**src/rtl/wb_dma_ch_upd.sv**
```systemverilog
// Channel register-update initiator: turns a finished DMA chunk into adr0/adr1/txsz/csr writes.
// Define WB_DMA_UPD_AM_WRAP_EN to make address increments wrap inside the ch_am0/ch_am1 masks.
module wb_dma_ch_upd #(
  parameter int TXSZ_W = 12,
  parameter int CNT_W  = 9
) (
  input  logic              clk,
  input  logic              rst,
  input  logic              upd_req,
  input  logic              upd_err,
  input  logic              ch_dis,
  input  logic [CNT_W-1:0]  xfer_cnt,
  input  logic [31:0]       ch_csr,
  input  logic [31:0]       ch_txsz,
  input  logic [31:0]       ch_adr0,
  input  logic [31:0]       ch_adr1,
  input  logic [31:0]       ch_am0,
  input  logic [31:0]       ch_am1,
  output logic [31:0]       de_adr0,
  output logic [31:0]       de_adr1,
  output logic [TXSZ_W-1:0] de_txsz,
  output logic [31:0]       de_csr,
  output logic              de_adr0_we,
  output logic              de_adr1_we,
  output logic              de_txsz_we,
  output logic              de_csr_we,
  output logic              upd_busy,
  output logic              upd_done
);

  localparam int CSR_EN      = 0;
  localparam int CSR_INC_DST = 3;
  localparam int CSR_INC_SRC = 4;
  localparam int CSR_BUSY    = 10;
  localparam int CSR_DONE    = 11;
  localparam int CSR_ERR     = 12;

  typedef enum logic [2:0] {S_IDLE, S_ADR0, S_ADR1, S_TXSZ, S_CSR} state_t;
  state_t state;

  logic [CNT_W-1:0]  cnt_p0;
  logic [31:0]       csr_p0;
  logic [TXSZ_W-1:0] txsz_p0;
  logic [31:0]       adr1_p0;
  logic [31:0]       wrap0;
  logic [31:0]       wrap1;
  logic [31:0]       adr0_nxt;
  logic [31:0]       adr1_nxt;
  logic [TXSZ_W-1:0] txsz_nxt;
  logic [31:0]       csr_ok;
  logic [31:0]       csr_err;
  logic              unused_ok;

  // Bits set in wrap take the incremented value; the rest keep the old address.
  function automatic logic [31:0] next_adr(input logic [31:0] adr, input logic [31:0] wrap,
                                           input logic [CNT_W-1:0] cnt, input logic inc);
    logic [31:0] sum;
    sum = adr + (32'(cnt) << 2);
    if (inc) return ((adr & ~wrap) | (sum & wrap)) & 32'hFFFF_FFFC;
    return adr & 32'hFFFF_FFFC;
  endfunction

  function automatic logic [TXSZ_W-1:0] sat_sub(input logic [TXSZ_W-1:0] a,
                                                input logic [CNT_W-1:0] b);
    if (32'(b) >= 32'(a)) return '0;
    return TXSZ_W'(32'(a) - 32'(b));
  endfunction

  function automatic logic [31:0] next_csr(input logic [31:0] csr, input logic err,
                                           input logic fin);
    logic [31:0] c;
    c = csr;
    c[CSR_BUSY] = 1'b0;
    if (err) begin
      c[CSR_ERR] = 1'b1;
      c[CSR_EN]  = 1'b0;
    end else if (fin) begin
      c[CSR_DONE] = 1'b1;
      c[CSR_EN]   = 1'b0;
    end
    return c;
  endfunction

`ifdef WB_DMA_UPD_AM_WRAP_EN
  logic [31:4] am1_p0;
  assign wrap0     = {ch_am0[31:4], 4'b1100};
  assign wrap1     = {am1_p0, 4'b1100};
  assign unused_ok = ^{ch_txsz[31:TXSZ_W], ch_am0[3:0], ch_am1[3:0]};
`else
  assign wrap0     = 32'hFFFF_FFFC;
  assign wrap1     = 32'hFFFF_FFFC;
  assign unused_ok = ^{ch_txsz[31:TXSZ_W], ch_am0, ch_am1};
`endif

  // adr0 and the error CSR are produced on the accept edge, where the live inputs equal the captured copy.
  assign adr0_nxt = next_adr(ch_adr0, wrap0, xfer_cnt, ch_csr[CSR_INC_SRC]);
  assign adr1_nxt = next_adr(adr1_p0, wrap1, cnt_p0, csr_p0[CSR_INC_DST]);
  assign txsz_nxt = sat_sub(txsz_p0, cnt_p0);
  assign csr_ok   = next_csr(csr_p0, 1'b0, txsz_nxt == '0);
  assign csr_err  = next_csr(ch_csr, 1'b1, 1'b0);

  // Stage p0: chunk parameters captured on an accepted request
  always_ff @(posedge clk) begin
    if (state == S_IDLE && upd_req) begin
      cnt_p0  <= xfer_cnt;
      csr_p0  <= ch_csr;
      txsz_p0 <= ch_txsz[TXSZ_W-1:0];
      adr1_p0 <= ch_adr1;
`ifdef WB_DMA_UPD_AM_WRAP_EN
      am1_p0  <= ch_am1[31:4];
`endif
    end
  end

  // Write sequencer: strobes and data registered on entry to each state
  always_ff @(posedge clk or posedge rst) begin
    if (rst) begin
      state      <= S_IDLE;
      de_adr0    <= '0;
      de_adr1    <= '0;
      de_txsz    <= '0;
      de_csr     <= '0;
      de_adr0_we <= 1'b0;
      de_adr1_we <= 1'b0;
      de_txsz_we <= 1'b0;
      de_csr_we  <= 1'b0;
      upd_busy   <= 1'b0;
      upd_done   <= 1'b0;
    end else begin
      de_adr0_we <= 1'b0;
      de_adr1_we <= 1'b0;
      de_txsz_we <= 1'b0;
      de_csr_we  <= 1'b0;
      upd_done   <= 1'b0;
      unique case (state)
        S_IDLE: begin
          if (upd_req && !ch_dis) begin
            upd_busy <= 1'b1;
            if (upd_err) begin
              state     <= S_CSR;
              de_csr    <= csr_err;
              de_csr_we <= 1'b1;
              upd_done  <= 1'b1;
            end else begin
              state      <= S_ADR0;
              de_adr0    <= adr0_nxt;
              de_adr0_we <= 1'b1;
            end
          end
        end
        S_ADR0: begin
          if (ch_dis) begin
            state    <= S_IDLE;
            upd_busy <= 1'b0;
          end else begin
            state      <= S_ADR1;
            de_adr1    <= adr1_nxt;
            de_adr1_we <= 1'b1;
          end
        end
        S_ADR1: begin
          if (ch_dis) begin
            state    <= S_IDLE;
            upd_busy <= 1'b0;
          end else begin
            state      <= S_TXSZ;
            de_txsz    <= txsz_nxt;
            de_txsz_we <= 1'b1;
          end
        end
        S_TXSZ: begin
          if (ch_dis) begin
            state    <= S_IDLE;
            upd_busy <= 1'b0;
          end else begin
            state     <= S_CSR;
            de_csr    <= csr_ok;
            de_csr_we <= 1'b1;
            upd_done  <= 1'b1;
          end
        end
        S_CSR: begin
          state    <= S_IDLE;
          upd_busy <= 1'b0;
        end
        default: begin
          state    <= S_IDLE;
          upd_busy <= 1'b0;
        end
      endcase
    end
  end

endmodule

```
**config.mk**
```make
export PLATFORM = sky130hd
export DESIGN_NAME = wb_dma_ch_upd
export DESIGN_NICKNAME = d
export VERILOG_FILES = /design/src/rtl/wb_dma_ch_upd.sv
export SDC_FILE = /design/constraint.sdc
export NUM_CORES = 1
export LEC_CHECK = 0
export BUFFER_PORTS_ARGS = -buffer_cell sky130_fd_sc_hd__buf_2
export CORE_ASPECT_RATIO = 1.25
export CORE_MARGIN = 1
export CORE_UTILIZATION = 54
export CTS_CLUSTER_DIAMETER = 60
export DETAILED_ROUTE_END_ITERATION = 12
export PLACE_DENSITY = 0.86
export SETUP_SLACK_MARGIN = 0.2
export SLEW_MARGIN = 15
export SYNTH_ARGS = -nofsm -noshare
export SYNTH_HDL_FRONTEND = slang
export SYNTH_SLANG_ARGS = --single-unit
```
**constraint.sdc**
```tcl
create_clock -name clk -period 11.8 [get_ports clk]
set_input_delay 0.59 -clock clk [delete_from_list [all_inputs] [get_ports clk]]
set_output_delay 0.59 -clock clk [all_outputs]
set_load 0.02 [all_outputs]
```
==> results of run 1 <==
-- placed cells by master, fill, tap and decap left out, drive strengths merged, types with 8 or more instances in the layout --
cell type / count
xor2: 41
mux2i: 36
inv: 36
xnor2: 19
a21oi: 33
a21o: 8
edfxtp: 82
nor2: 19
dfrtp: 111
nand4: 12
nand3: 14
and3: 10
nand2b: 10
nand2: 124
clkbuf: 19
diode: 9
ha: 27
buf: 229
nor3: 9
o21ai: 112
-- worst min path at each step --
| stage | startpoint | end | slack [ns] | cells after the start |
|---|---|---|---|---|
| finish | rst | de_adr0[14]$_DFFE_PP0P_ | 0.14 | 2 |
| global route | rst | de_adr0[15]$_DFFE_PP0P_ | 0.17 | 2 |
| CTS | rst | de_adr0[15]$_DFFE_PP0P_ | 0.15 | 2 |
| detailed placement | de_txsz[7]$_DFFE_PP0P_ | de_txsz[7]$_DFFE_PP0P_ | 0.46 | 2 |
| global placement | de_adr1[26]$_DFFE_PP0P_ | de_adr1[26]$_DFFE_PP0P_ | 0.46 | 2 |
| floorplan | state[2]$_DFFE_PP0P_ | upd_busy$_DFFE_PP0P_ | 0.43 | 1 |
-- kinds of logic after synthesis --
| kind of cell | count (synthesis) |
|---|---|
| AO/OA/AOI/OAI | 187 |
| XOR/XNOR | 60 |
| adder cells (fa/ha/maj) | 30 |
| buffers and inverters | 75 |
| flip-flops | 193 |
| multiplexers | 38 |
| other | 1 |
| AND/OR/NAND/NOR | 234 |
-- layer usage --
layer | share of wire, % | global-route usage [%] | up-vias
met5 | 0.039 | 0 | -
met4 | 2.3 | 9.36 | 2
met3 | 7.5 | 9.12 | 29
met2 | 50 | 42.2 | 207
met1 | 40 | 27.7 | 3222
li1 | - | - | 3324
-- sequential cells by signal, indices dropped and copies added (netlist names), 3 cells and up --
register,flops
adr1_p0,30
cnt_p0,9
csr_p0,31
de_adr0,30
de_adr1,30
de_csr,31
de_txsz,12
state,3
txsz_p0,12
-- power breakdown --
| group | switching [mW] | internal [mW] |
|---|---|---|
| logic | 0.344 | 0.184 |
| clock network | 0.259 | 0.296 |
| registers | 0.0712 | 0.843 |
| total | 0.674 | 1.32 |
-- area by class of cell --
class	instances	area share [%]
antenna	9	0.206
timing repair buffer	229	10.6
sequential	193	47.9
tap	216	2.47
multi-input combinational	554	32.7
clock inverter	13	1.20
clock buffer	19	3.95
inverter	31	1.09
==> flow_summary.json, run 1 <==
{
  "count_of_synthesis_stage_warnings_from_yosys": 0,
  "die-area_um2": 17400,
  "chipWidth_um": 118,
  "final_layout_size_suffix_gt1_share_pct": 26.9,
  "power.density_cell_area_nw_per_um2": 182,
  "start_util_pct": 55.8,
  "grt_antenna_before_repair": 8,
  "crit_fanout": 11,
  "maxClockFrequency_mhz": 361,
  "synth_xor_area_share_pct": 5.76,
  "ys_types": 60,
  "max_ir_drop_vdd_mv": 0.0945,
  "placement_rows": 52,
  "synth_sequential_area_ratio_pct": 57.5,
  "cp.arrival_ns": 3.03,
  "placedCellCount": 1223,
  "launch_point_of_the_critical_path": "xfer_cnt[8]",
  "worstReg2RegStart": "txsz_p0[0]$_DFFE_PP_",
  "max-slew-margin-rel_pct": 30.3,
  "crit_path_depth": 8,
  "layout_setup_ws_ns": 9.03,
  "fin_cells": 1264,
  "groute.usage.overall_pct": 24.5,
  "detail_route.wl_per_cell_um": 16.3,
  "timing.final.crit_share_pct": 23.5,
  "detailedPlace.worstSlack_ns": 8.62,
  "vias": 6784,
  "worst_path_max_delay_cell": "a21oi_1",
  "p_total_mw": 2.00,
  "initialDrtViolationCount": 308,
  "worstMarginPinSlew_ns": 1.05,
  "post-route-min-period_ns": 2.77,
  "cts-buffers-inserted": 17,
  "timing.reg2reg.setup_slack_ns": 9.19,
  "globalplace.congestion": 0.870,
  "synthMostInstantiatedCell": "nand2_1",
  "yosys-top-cells-area": "dfrtp_1 30%, edfxtp_1 27%, o21ai_0 5.2%",
  "postSynth.asyncResetShare_pct": 57.5,
  "worst_setup_hold_path_clk_slew_ns": 0.07,
  "worst-endpoint-required_ns": 12.07,
  "totalNegativeSetupSlack_ns": 0,
  "coreArea_um2": 16300,
  "worst-setup-path-type": "in2reg",
  "areaGrowthSynthToFinish_pct": 20.1,
  "crit_buf_inv": 2,
  "multiInputGateArea_um2": 3570,
  "post_cts_buffers": 0,
  "timing.critical_path.max_delay_family": "compound AO/OA/AOI/OAI gates",
  "root_buffer_selected_by_cts": "clkbuf_16",
  "maxSlewViolCount": 0,
  "insertion_delay_ns": 0.43,
  "postSynthCellCount": 818,
  "cts_resized": 0,
  "post_dp_cell_area_um2": 10400,
  "ys_seq_elements": 193,
  "ys_top_cells_by_count": "123 x nand2_1, 111 x dfrtp_1, 94 x o21ai_0, 82 x edfxtp_1, 41 x xor2_1",
  "remaining_antenna_violation_count": 0,
  "leakage_nw": 5.18,
  "dpl.hpwl_um": 15300,
  "drv_cap": 0,
  "critPathMostFrequentCell": "o21ai_0",
  "synth_area_um2": 9120,
  "setup.worst_path.end_class": "flop",
  "tritoncts": "yes",
  "postRouteWirelength_um": 20600,
  "synth_top_cell_area_share_pct": 30.5,
  "global_route_wire_length_before_repair_um": 32700,
  "detailed_routing_iteration_count_for_the_pre_antenna_repair_pass": 5,
  "final-setup-viol-count": 0,
  "worst_hold_slack_ns": 0.140,
  "synth_simple_gate_area_share_pct": 12.8,
  "synth_top_family_by_area": "simple AND/OR/NAND/NOR gates",
  "critPathCapture": "de_adr0[17]$_DFFE_PP0P_",
  "num_io_pins": 320,
  "critical-path-max-stage-delay_ns": 0.74,
  "most_frequently_used_flop_master_after_synthesis": "dfrtp_1",
  "io_buffer_count": 225,
  "hp-class": "in2async",
  "grt_setup_unrepaired": "no",
  "outcome": "finished, final reports clean",
  "timing_hold_violations_final": 0,
  "finish.utilization_pct": 67.0,
  "post-route-cell-area_um2": 10900,
  "clock_path_buffers": 2,
  "grt_pass1_vias": 6667,
  "critPathLaunchType": "primary input",
  "worst_clk_skew_ns": 0.00956,
  "cts_max_level": 4,
  "regToRegEndpoint": "de_csr[0]$_DFFE_PP0P_",
  "seq_area_um2": 5240,
  "worst_r2r_path_depth": 11,
  "critical_path.cell_chain": "buf_2 > ha_1 > a21oi_1 > o21ai_0 > buf_4 > nand4_1 > xor2_1 > o21ai_0",
  "syn_avg_cell_area_um2": 11.1,
  "synth_mux_area_share_pct": 4.20,
  "gr-total-overflow": 0,
  "synth_enable_flop_cells": 82,
  "cts.hold.buffers_added": 0,
  "clock_sinks": 193,
  "post-synth-top-area-cell": "dfrtp_1",
  "filler_cell_count": 1232,
  "synth-compound-area-share_pct": 11.7,
  "vias_per_cell": 5.37,
  "grt_max_degree": 83,
  "chipHeight_um": 147,
  "final_nets": 1262,
  "synth_fa_ha_area_share_pct": 4.36,
  "drc": 0
}
No activity file was read; power rests on OpenSTA's default activity.
==> run 2: changes to the inputs <==
--- a/config.mk
+++ b/config.mk
@@ -5,13 +5,14 @@
 export SDC_FILE = /design/constraint.sdc
 export NUM_CORES = 1
 export LEC_CHECK = 0
+export ABC_AREA = 1
 export BUFFER_PORTS_ARGS = -buffer_cell sky130_fd_sc_hd__buf_2
 export CORE_ASPECT_RATIO = 1.25
 export CORE_MARGIN = 1
-export CORE_UTILIZATION = 54
+export CORE_UTILIZATION = 52
 export CTS_CLUSTER_DIAMETER = 60
 export DETAILED_ROUTE_END_ITERATION = 12
-export PLACE_DENSITY = 0.86
+export PLACE_DENSITY = 0.81
 export SETUP_SLACK_MARGIN = 0.2
 export SLEW_MARGIN = 15
 export SYNTH_ARGS = -nofsm -noshare
==> constraint.sdc (replaced) <==
create_clock -name clk -period 2.6 [get_ports clk]
set_input_delay 0.13 -clock clk [delete_from_list [all_inputs] [get_ports clk]]
set_output_delay 0.13 -clock clk [all_outputs]
set_load 0.02 [all_outputs]
==> flow_summary.json, run 2 <==
{
  "syn_avg_cell_area_um2": 8.50,
  "critical_path.cell_chain": "ha_2 > inv_2 > fa_2 > inv_2 > nand2_2 > o21ai_4 > inv_2 > o21ai_4 > nand2_2 > nand2_4 > nand2_4 > nor2_2 > nand2_1 > nand2_1 > nand3_1 > nand2_1",
  "antenna-diode-count": 0,
  "clock_sinks": 193,
  "worst-endpoint-required_ns": 2.97,
  "count_of_synthesis_stage_warnings_from_yosys": 0,
  "setup.worst_path.end_class": "flop",
  "final_nets": 1730,
  "num_io_pins": 320,
  "detailed_routing_iteration_count_for_the_pre_antenna_repair_pass": 6,
  "grt_setup_unrepaired": "yes",
  "grt_pass1_vias": 9116,
  "power.density_cell_area_nw_per_um2": 1030,
  "ys_types": 47,
  "chipHeight_um": 157,
  "synthMostInstantiatedCell": "nand2_1",
  "post-route-cell-area_um2": 13000,
  "postSynthCellCount": 1175,
  "mostFrequentLayoutCell": "nand2_1",
  "hold_path_end": "de_adr0[9]$_DFFE_PP0P_",
  "worstReg2RegStart": "cnt_p0[0]$_DFFE_PP_",
  "postRouteWirelength_um": 27100,
  "post_dp_cell_area_um2": 11400,
  "clock_path_buffers": 2,
  "global_route_wire_length_before_repair_um": 43400,
  "worst_setup_hold_path_clk_slew_ns": 0.08,
  "worstMarginPinSlew_ns": 1.03,
  "ys_top_cells_by_count": "371 x nand2_1, 112 x inv_1, 111 x dfrtp_1, 101 x nor2_1, 82 x edfxtp_1",
  "ys_seq_elements": 193,
  "remaining_antenna_violation_count": 0,
  "worst_r2r_path_depth": 16,
  "leakage_nw": 6.27,
  "synth_top_cell_area_share_pct": 27.8,
  "hp-class": "in2reg",
  "cts_max_level": 4,
  "timing.critical_path.max_delay_family": "simple AND/OR/NAND/NOR gates",
  "vias": 9285,
  "crit_fanout": 5,
  "synth_sequential_area_ratio_pct": 52.5,
  "crit_buf_inv": 3,
  "max_ir_drop_vdd_mv": 0.539,
  "root_buffer_selected_by_cts": "clkbuf_16",
  "gr-total-overflow": 0,
  "maxSlewViolCount": 0,
  "totalNegativeSetupSlack_ns": 0,
  "grt_antenna_before_repair": 0,
  "timing.reg2reg.setup_slack_ns": 0.28,
  "tritoncts": "yes",
  "post-route-min-period_ns": 2.32,
  "grt_max_degree": 61,
  "critPathLaunchType": "flop",
  "post-synth-top-area-cell": "dfrtp_1",
  "dpl.hpwl_um": 18400,
  "areaGrowthSynthToFinish_pct": 30.0,
  "p_total_mw": 13.3,
  "start_util_pct": 53.2,
  "insertion_delay_ns": 0.43,
  "layout.cells.most_common_list": "366 x nand2_1, 225 x buf_2, 111 x dfrtp_1, 109 x inv_1, 97 x nor2_1",
  "chipWidth_um": 126,
  "worst_clk_skew_ns": 0.0113,
  "synth_enable_flop_cells": 82,
  "die-area_um2": 19800,
  "critical-path-max-stage-delay_ns": 0.40,
  "hold_path_startpoint": "ch_adr0[9]",
  "postSynth.asyncResetShare_pct": 57.5,
  "coreArea_um2": 18800,
  "cts-buffers-inserted": 17,
  "io_buffer_count": 225,
  "worst_path_max_delay_cell": "edfxtp_1",
  "worst-setup-path-type": "reg2reg",
  "min_delay_path_depth": 3,
  "filler_cell_count": 1459,
  "layout_setup_ws_ns": 0.280,
  "most_frequently_used_flop_master_after_synthesis": "dfrtp_1",
  "maxClockFrequency_mhz": 431,
  "timing_hold_violations_final": 0,
  "outcome": "finished, final reports clean",
  "detail_route.wl_per_cell_um": 15.6,
  "fin_cells": 1739,
  "final_layout_size_suffix_gt1_share_pct": 22.0,
  "timing.final.crit_share_pct": 89.2,
  "drc": 0,
  "max-slew-margin-rel_pct": 31.1,
  "groute.usage.overall_pct": 27.9,
  "initialDrtViolationCount": 642,
  "vias_per_cell": 5.34,
  "synth_area_um2": 9990,
  "globalplace.congestion": 0.930,
  "detailedPlace.worstSlack_ns": 0.191,
  "regToRegEndpoint": "de_adr1[20]$_DFFE_PP0P_",
  "largestRegisters": "csr_p0 x31, de_csr x31",
  "placedCellCount": 1611,
  "final-setup-viol-count": 0,
  "yosys-top-cells-area": "dfrtp_1 28%, edfxtp_1 25%, nand2_1 14%",
  "drv_cap": 0,
  "placement_rows": 56,
  "cp.arrival_ns": 2.69
}
[run 2: cell types whose count changed in the layout (fill, tap and decap cells not counted), sizes merged, moves of 16 or more]
cell	change
a21oi	+16
a31oi	+31
dlygate4sd3	+90
inv	+84
mux2i	-36
nand2	+254
nand3	+71
nor2	+88
o21ai	-60
xnor2	-17
xor2	-26
[run 2: logic make-up after synthesis]
| family | Yosys count | share of synthesized area [%] |
|---|---|---|
| DFF | 193 | 52.5 |
| AOI/OAI and AO/OA | 154 | 8.90 |
| other | 1 | 0.0376 |
| xor gates and xnor gates | 17 | 1.49 |
| buffers and inverters | 156 | 6.35 |
| and+or+nand+nor | 624 | 26.8 |
| adders and majority gates | 30 | 3.98 |
[run 2: cell type report]
| cell class | count | area (um2) | share of cell area [%] |
|---|---|---|---|
| clock buffers | 17 | 425 | 3.28 |
| clock inverters | 15 | 175 | 1.35 |
| inverters | 118 | 449 | 3.46 |
| multi-input cells | 830 | 4190 | 32.3 |
| flip-flops and latches | 193 | 5240 | 40.4 |
| well taps | 232 | 290 | 2.24 |
| repair buffers | 334 | 2210 | 17.0 |
[run 2: through the flow]
stage | hold slack [ns] | util, %
floorplan | 0.229 | -
global placement | 0.172 | 60.7
detailed placement | 0.175 | 60.7
CTS | 0.00434 | 68.7
global route | 0.0371 | 69.1
finish | 0.0200 | 69.1
[run 2: repair_timing]
item / 4_1_cts / 5_1_grt
gates resized for setup: 1 / 12
endpoints found under the setup margin: 1 / 10
pin swaps: 0 / 2
hold endpoints to repair: 133 / 0
buffers inserted: 0 / 6
hold buffers: 90 / 0
[run 2: tightest hold or removal path, stage by stage]
cell,delay [ns]
buf_2,0.09
o21ai_0,0.06
o21ai_0,0.14
[run 2: worst max path at each step]
stage	from	to	slack [ns]	cells past startpoint
CTS	cnt_p0[0]$_DFFE_PP_	de_adr1[20]$_DFFE_PP0P_	0.21	16
finish	cnt_p0[0]$_DFFE_PP_	de_adr1[20]$_DFFE_PP0P_	0.28	16
global route	cnt_p0[0]$_DFFE_PP_	de_adr1[20]$_DFFE_PP0P_	0.18	16
global placement	txsz_p0[0]$_DFFE_PP_	de_csr[0]$_DFFE_PP0P_	0.26	16
detailed placement	txsz_p0[0]$_DFFE_PP_	de_csr[0]$_DFFE_PP0P_	0.19	16
floorplan	state[1]$_DFFE_PP0P_	adr1_p0[10]$_DFFE_PP_	0.28	3
[run 2: where the power goes]
group / internal [mW] / switching, mW
logic: 1.93 / 3.69
clock network: 1.29 / 1.32
registers: 4.44 / 0.681
[run 2: metal layers]
| metal | global-route usage, % | wire length [um] | up-vias |
|---|---|---|---|
| met4 | 10.8 | 649 | 0 |
| met2 | 48.9 | 13700 | 373 |
| met5 | 0 | 0 | - |
| met3 | 5.98 | 1730 | 55 |
| met1 | 33.6 | 11100 | 4343 |
| li1 | - | - | 4514 |
